<file path="config.mk">
export PLATFORM = sky130hd
export DESIGN_NAME = reg_file
export DESIGN_NICKNAME = d
export VERILOG_FILES = /design/src/rtl/reg_file_pkg.sv /design/src/rtl/reg_read_port.sv /design/src/rtl/reg_file.sv
export SDC_FILE = /design/constraint.sdc
export NUM_CORES = 2
export LEC_CHECK = 0
export BUFFER_PORTS_ARGS = -buffer_cell sky130_fd_sc_hd__clkbuf_2
export CAP_MARGIN = 5
export CORE_MARGIN = 2
export CORE_UTILIZATION = 35
export CTS_CLUSTER_DIAMETER = 150
export DETAILED_ROUTE_END_ITERATION = 7
export HOLD_SLACK_MARGIN = 0.06
export SYNTH_ARGS = -nofsm -noshare
export SYNTH_HDL_FRONTEND = slang
export SYNTH_HIERARCHICAL = 1
export SYNTH_SLANG_ARGS = --single-unit
</file>
<file path="constraint.sdc">
create_clock -name clk -period 52.5 [get_ports clk]
set_clock_uncertainty 0.1 [all_clocks]
set_input_delay 7.875 -clock clk [delete_from_list [all_inputs] [get_ports clk]]
set_output_delay 7.875 -clock clk [all_outputs]
set_load 0.005 [all_outputs]
</file>
<file path="src/rtl/reg_file_pkg.sv">
// Shared configuration for the architectural register file.
// Holds the default ROB id width and register count, the fixed index and
// data widths, and a helper that recognises the hardwired-zero register.
// The same-cycle commit bypass on the query ports is enabled by defining
// REG_FILE_BYPASS_EN. The ROB size is 2**ROB_LOG entries; tags are compared
// by equality only, so the size itself is never needed in the logic.
package reg_file_pkg;

    localparam int DEFAULT_ROB_LOG   = 4;
    localparam int DEFAULT_REG_COUNT = 32;
    localparam int IDX_W             = 5;
    localparam int DATA_W            = 32;

    typedef logic [IDX_W-1:0]  reg_idx_t;
    typedef logic [DATA_W-1:0] word_t;

    // x0 reads as zero, never becomes busy and never takes a write
    function automatic logic is_x0(reg_idx_t idx);
        return idx == '0;
    endfunction

endpackage

</file>
<file path="src/rtl/reg_read_port.sv">
// One combinational source-operand query port of the register file.
// Selects {busy, value, tag} for the queried index and masks x0 to zero.
// With REG_FILE_BYPASS_EN defined, a commit arriving this cycle that
// retires the queried register's pending producer is forwarded directly.
module reg_read_port
    import reg_file_pkg::*;
#(
    parameter int ROB_LOG   = DEFAULT_ROB_LOG,
    parameter int REG_COUNT = DEFAULT_REG_COUNT
) (
    input  reg_idx_t             query,
    input  logic [REG_COUNT-1:0] busy_vec,
    input  word_t                value_arr [REG_COUNT],
    input  logic [ROB_LOG-1:0]   tag_arr   [REG_COUNT],
`ifdef REG_FILE_BYPASS_EN
    input  logic                 commit_enable,
    input  reg_idx_t             commit_index,
    input  logic [ROB_LOG-1:0]   commit_rob_id,
    input  word_t                commit_value,
`endif
    output logic                 busy,
    output word_t                value,
    output logic [ROB_LOG-1:0]   tag
);

    // Index mux with x0 masking and optional forwarding of the live commit
    always_comb begin
        busy  = 1'b0;
        value = '0;
        tag   = '0;
        if (!is_x0(query)) begin
            busy  = busy_vec[query];
            value = value_arr[query];
            tag   = tag_arr[query];
`ifdef REG_FILE_BYPASS_EN
            if (commit_enable && commit_index == query &&
                busy_vec[query] && tag_arr[query] == commit_rob_id) begin
                busy  = 1'b0;
                value = commit_value;
            end
`endif
        end
    end

endmodule

</file>
<file path="src/rtl/reg_file.sv">
// Architectural register file with rename-tag table.
// Commits from the ROB write values and retire matching renames, issue
// records new renames, and a flush discards every pending rename.
// Two read ports answer source-operand queries combinationally.
// Optional same-cycle commit bypass: define REG_FILE_BYPASS_EN.
module reg_file
    import reg_file_pkg::*;
#(
    parameter int ROB_LOG   = DEFAULT_ROB_LOG,
    parameter int REG_COUNT = DEFAULT_REG_COUNT
) (
    input  logic               clk,
    input  logic               rst,
    input  logic               rdy,
    input  logic               commit_enable,
    input  reg_idx_t           commit_index,
    input  logic [ROB_LOG-1:0] commit_rob_id,
    input  word_t              commit_value,
    input  logic               flush,
    input  logic               issue_valid,
    input  reg_idx_t           issue_dest,
    input  logic [ROB_LOG-1:0] issue_rob_id,
    input  reg_idx_t           query_rs1,
    input  reg_idx_t           query_rs2,
    output logic               rs1_busy,
    output word_t              rs1_value,
    output logic [ROB_LOG-1:0] rs1_tag,
    output logic               rs2_busy,
    output word_t              rs2_value,
    output logic [ROB_LOG-1:0] rs2_tag
);

    logic [REG_COUNT-1:0] busy;
    word_t                values [REG_COUNT];
    logic [ROB_LOG-1:0]   tags   [REG_COUNT];

    // Register state update: commit first, then flush or issue override it
    always_ff @(posedge clk or posedge rst) begin
        if (rst) begin
            busy <= '0;
            for (int i = 0; i < REG_COUNT; i++) begin
                values[i] <= '0;
                tags[i]   <= '0;
            end
        end else if (rdy) begin
            if (commit_enable && !is_x0(commit_index)) begin
                values[commit_index] <= commit_value;
                if (busy[commit_index] && tags[commit_index] == commit_rob_id)
                    busy[commit_index] <= 1'b0;
            end
            if (flush) begin
                busy <= '0;
            end else if (issue_valid && !is_x0(issue_dest)) begin
                busy[issue_dest] <= 1'b1;
                tags[issue_dest] <= issue_rob_id;
            end
        end
    end

    reg_read_port #(.ROB_LOG(ROB_LOG), .REG_COUNT(REG_COUNT)) u_rs1 (
        .query         (query_rs1),
        .busy_vec      (busy),
        .value_arr     (values),
        .tag_arr       (tags),
`ifdef REG_FILE_BYPASS_EN
        .commit_enable (commit_enable),
        .commit_index  (commit_index),
        .commit_rob_id (commit_rob_id),
        .commit_value  (commit_value),
`endif
        .busy          (rs1_busy),
        .value         (rs1_value),
        .tag           (rs1_tag)
    );

    reg_read_port #(.ROB_LOG(ROB_LOG), .REG_COUNT(REG_COUNT)) u_rs2 (
        .query         (query_rs2),
        .busy_vec      (busy),
        .value_arr     (values),
        .tag_arr       (tags),
`ifdef REG_FILE_BYPASS_EN
        .commit_enable (commit_enable),
        .commit_index  (commit_index),
        .commit_rob_id (commit_rob_id),
        .commit_value  (commit_value),
`endif
        .busy          (rs2_busy),
        .value         (rs2_value),
        .tag           (rs2_tag)
    );

endmodule

</file>
* Word-level counts from Yosys, hierarchy flattened
Index checks and enable logic that the tools add are counted.
Storage, ports and cells: register bits 1184, output and inout port bits 74, logic and storage cells 143
Cells by class: order comparisons 12, equal/unequal tests 1, muxes and demuxes 42, bitwise operators 8, reduce and logical (&&, ||, !) cells 15
Operator list (number):
- $bwmux 1024 | 1
- $mux 32 | 12
- $bmux 32 s5 | 2
- $demux 32 s5 | 1
- $bwmux 128 | 1
- $bmux 4 s5 | 3
- $mux 4 | 9
- $and 32x32->32 | 1
- $not 32->32 | 1
- $or 32x32->32 | 1
- $ge 6x6->1 const B | 4
- $lt 5x6->1 const B | 4
- $not 5->6 | 4
- $demux 4 s5 | 1
- $logic_not 5->1 | 4
- $bmux 1 s5 | 3
- $lt 6x1->1 const B | 2
- $demux 1 s5 | 2
- $ge 5x1->1 const B | 2
- $logic_and 1x1->1 | 7
- $mux 1 | 7
- $eq 4x4->1 | 1
- $reduce_and 3->1 | 1
- $logic_not 1->1 | 2
- other kinds (2) | 2

* Longest topological paths before layout
word-level depth 12, depth in mapped cells 12, gate-level depth less buffers 8

* Hierarchy
The synthesis kept the hierarchy.
By module, submodules not included:
- reg_file | instances 1, cells an instance 2990, area an instance 45757.6 um^2
- reg_read_port | instances 2, cells an instance 765, area an instance 9874.5 um^2

* Worst setup path before layout
OpenSTA, ideal clock, no wires.
kind input port to output port, from input port query_rs1[0], to output port rs1_tag[0], arrival time 9.177 ns, data required time 44.525 ns, path slack 35.348 ns, stages on the path 6, path buffers 3, cell sequence buf_4 -> buf_6 -> buf_6 -> mux4_2 -> a211oi_1 -> a311oi_1
On the way: longest elaborated chain between the ends 5, elaborated cells between the ends (all ways) 6
RTL lines:
- start: declaration | RTL line reg_file.sv:23 | input reg_idx_t query_rs1,
- $not 5->6 (implied by the code) | RTL line reg_read_port.sv:34 | tag = tag_arr[query];
- $bmux 4 s5 | RTL line reg_read_port.sv:34
- $mux 4 (implied by the code) (2 in series) | RTL line reg_read_port.sv:34
- $mux 4 * | RTL line reg_read_port.sv:31 | if (!is_x0(query)) begin
- end: declaration | RTL line reg_file.sv:27 | output logic [ROB_LOG-1:0] rs1_tag,
Every way passes the cells marked *; elsewhere a longest branch is shown, timed or not. The select of a mux whose other input is x is not followed.

* Worst setup path after layout
from input port query_rs2[2], to output port rs2_tag[0]
On the way: longest elaborated chain between the ends 5, elaborated cells between the ends (all ways) 6
RTL lines:
- start: declaration | RTL line reg_file.sv:24 | input reg_idx_t query_rs2,
- $not 5->6 (implied by the code) | RTL line reg_read_port.sv:34
- $bmux 4 s5 | RTL line reg_read_port.sv:34
- $mux 4 (implied by the code) (2 in series) | RTL line reg_read_port.sv:34
- $mux 4 * | RTL line reg_read_port.sv:31
- end: declaration | RTL line reg_file.sv:30 | output logic [ROB_LOG-1:0] rs2_tag
Marks and branches as above.

==> impl_metrics.yaml <==
critical_path:
  cp_common_cell: "buf_4"
  path_max_fanout: 57
  slowest_delay_ns: 0.81
  crit_slowest_cell: "buf_4"
  crit_chain: "buf_8, buf_4, buf_4, buf_4, mux2i_1, a221oi_2, o21ai_1, a311oi_1, clkbuf_2"
  cp-start-kind: "primary input"
  ff2ff_path_depth: 9
  worstPathArrival_ns: 12.08
  criticalPathCategory: "in2out"
  crit_path_end_kind: "output port"
  required_ns: 44.53
finish:
  drive_gt1_share_pct: 50.1
  nNetsFinal: 4446
  layout_common_cells: "dfrtp_1 (1184), mux2_2 (1177), mux4_2 (527), mux2i_1 (193)"
  layout_commonest_cell: "dfrtp_1"
  design_area_um2: 72000
  area_growth_pct: 9.85
  fillers: 17200
floorplanning:
  start_util_pct: 35.3
  core_um2: 186000
  rows: 158
  die_y_um: 437
  die-area_um2: 191000
  die_x_um: 437
  boundaryPins: 140
clock_tree:
  h-tree-depth: 4
  cts_root_buffer: "clkbuf_16"
  cts_buffer_depth: 3
  numCtsBuffers: 131
  clkTransAtPathRegs_ns: 0.06
  cts_tree: "built"
  cts_setup_buffers: 0
  clock-sinks: 1184
  cts_resized: 0
  clkLatencyLatePin_ns: 0.79
  holdBufCountCts: 0
placement:
  dp_hpwl_um: 127000
  port_buffers: 139
  placed_area_um2: 67500
  place.gp.congestion: 0.899
  preCtsSetupSlack_ns: 32.36
timing:
  rsz0062_at_grt: "false"
  fin_ws_ns: 32.44
  fmax_mhz: 49.9
  setup_violations: 0
  worst_pin_slew_ns: 1.43
  relSlewSlack_pct: 4.19
  finalCritPeriodShare_pct: 38.2
  hold_violations: 0
  whs_ns: 0.292
  finalSetupTns_ns: 0
  layout_min_cycle_time_ns: 20.06
  slew_viol_final: 0
worst_hold_path:
  hp-class: "reg2reg"
  hold_depth: 0
routing:
  wl_per_cell_um: 31.6
  drt_iter0_drc: 4208
  drt_wl_total_um: 220000
  drc_errors: 0
  drt_first_pass_iters: 6
  vias: 43000
  detail-route-antenna-nets: 0
  vias_per_cell: 6.17
global_route:
  grt_pass1_vias: 43900
  antenna_found_initial: 15
  grt_overflow: 0
  grt.total_usage_pct: 22.9
  grt_first_pass_wirelength_um: 320000
  grt_max_degree: 171
synthesis:
  synth_top_flop_cell: "dfrtp_1"
  syn_inst: 4520
  netlist_area_um2: 65500
  synth_edf_count: 0
  synth_top_area_share_pct: 45.2
  syn_nets: 4586
  synth_area_per_cell_um2: 14.5
  netlist.top_cell.by_area: "dfrtp_1"
  ys_types: 59
  seq_area_frac_synth_pct: 45.2
  synthTopCellsByArea: "dfrtp_1 (45%), mux2_2 (20%), mux4_2 (18%), mux2i_1 (2.9%), clkbuf_1 (1.4%)"
  yosysWarnings: 6
  async_reset_ff_share_pct: 100
  ys_ff_latch: 1184
power_and_ir_drop:
  ir_worst_vdd_uv: 26.9
  power.internal_mw: 1.79
  power.total_mw: 2.45
  cellLeakagePower_nw: 31.6
  netSwitchingPower_mw: 0.659
  comb_power_share_pct: 16.3
  sequentialPowerShare_pct: 45.0
  swShare_pct: 26.9
  power_frac_clock_pct: 38.7
  p_per_area_nw_per_um2: 34.1
flow_run:
  drv_cap: 0
outcome:
  status: "complete, no violations"
sequential cells by signal (all words and copies together), names as in the netlist:
register and count:
busy 32, tags 128, values 1024
worst paths after layout:
kind	startpoint	endpoint	slack, ns
setup / recovery	query_rs2[2]	rs2_tag[0]	32.44
hold / removal	values[1002]$_DFFE_PP0P_	values[1002]$_DFFE_PP0P_	0.29
setup reg to reg	tags[19]$_DFFE_PP0P_	busy[2]$_DFFE_PP0P_	49.36
hold reg to reg	values[1002]$_DFFE_PP0P_	values[1002]$_DFFE_PP0P_	0.29
max in group asynchronous	rst	values[172]$_DFFE_PP0P_	41.00
min in group asynchronous	rst	values[190]$_DFFE_PP0P_	7.18
layout make-up:
| cell class | count | area [um^2] | area share [%] |
|---|---|---|---|
| Antenna cell | 3 | 7.51 | 0.0104 |
| Clock inverter | 45 | 520 | 0.723 |
| Sequential cell | 1184 | 29600 | 41.2 |
| Multi-Input combinational cell | 2805 | 33200 | 46.1 |
| Tap cell | 2480 | 3100 | 4.31 |
| Timing Repair Buffer | 232 | 1500 | 2.08 |
| Clock buffer | 192 | 3880 | 5.40 |
| Inverter | 26 | 110 | 0.153 |
cell families after synthesis:
logic type / Yosys count / synth area share (%)
buffers and inverters: 531 / 4.47
XOR/XNOR: 4 / 0.0535
AND/OR/NAND/NOR: 369 / 2.81
AO/OA/AOI/OAI: 534 / 6.10
flip-flops: 1184 / 45.2
multiplexers: 1898 / 41.3
worst max-delay path, delay by kind of cell:
family | cells | cell delay, ns
mux | 1 | 0.20
compound gates | 3 | 1.07
buf+inv | 5 | 2.71
synthesized netlist by cell type (54+ instances only):
master and instances:
nand2_1 151, mux2_2 1177, mux2i_1 193, o21ai_1 54, a211oi_1 77, a22oi_1 77, clkbuf_1 244, o21ai_0 110
dfrtp_1 1184, nor2b_1 83, buf_6 78, buf_2 115, mux4_2 527, nor2_1 61, a311oi_1 75
per-stage QoR:
stage,instances,utilization [%]
after floorplan,4520,-
after global placement,6727,36.4
after detailed placement,6727,36.4
after CTS,6964,38.8
after global routing,6967,38.8
final,6967,38.8
power by group through the flow:
stage               clock [mW]  sequential, mW  combinational, mW
global route              1.00            1.12              0.426
CTS                      0.965            1.10              0.401
floorplan                    0            1.09              0.313
global placement             0            1.11              0.393
detailed placement           0            1.12              0.399
finish                   0.950            1.10              0.399
per-layer routing:
metal	vias up	routed length [um]	GRT usage, %
li1	17200	-	-
met1	23300	88000	29.3
met2	1894	105000	36.8
met3	557	16100	4.78
met4	14	11100	11.1
met5	-	86	0
Power figures use the tool's default switching activity.
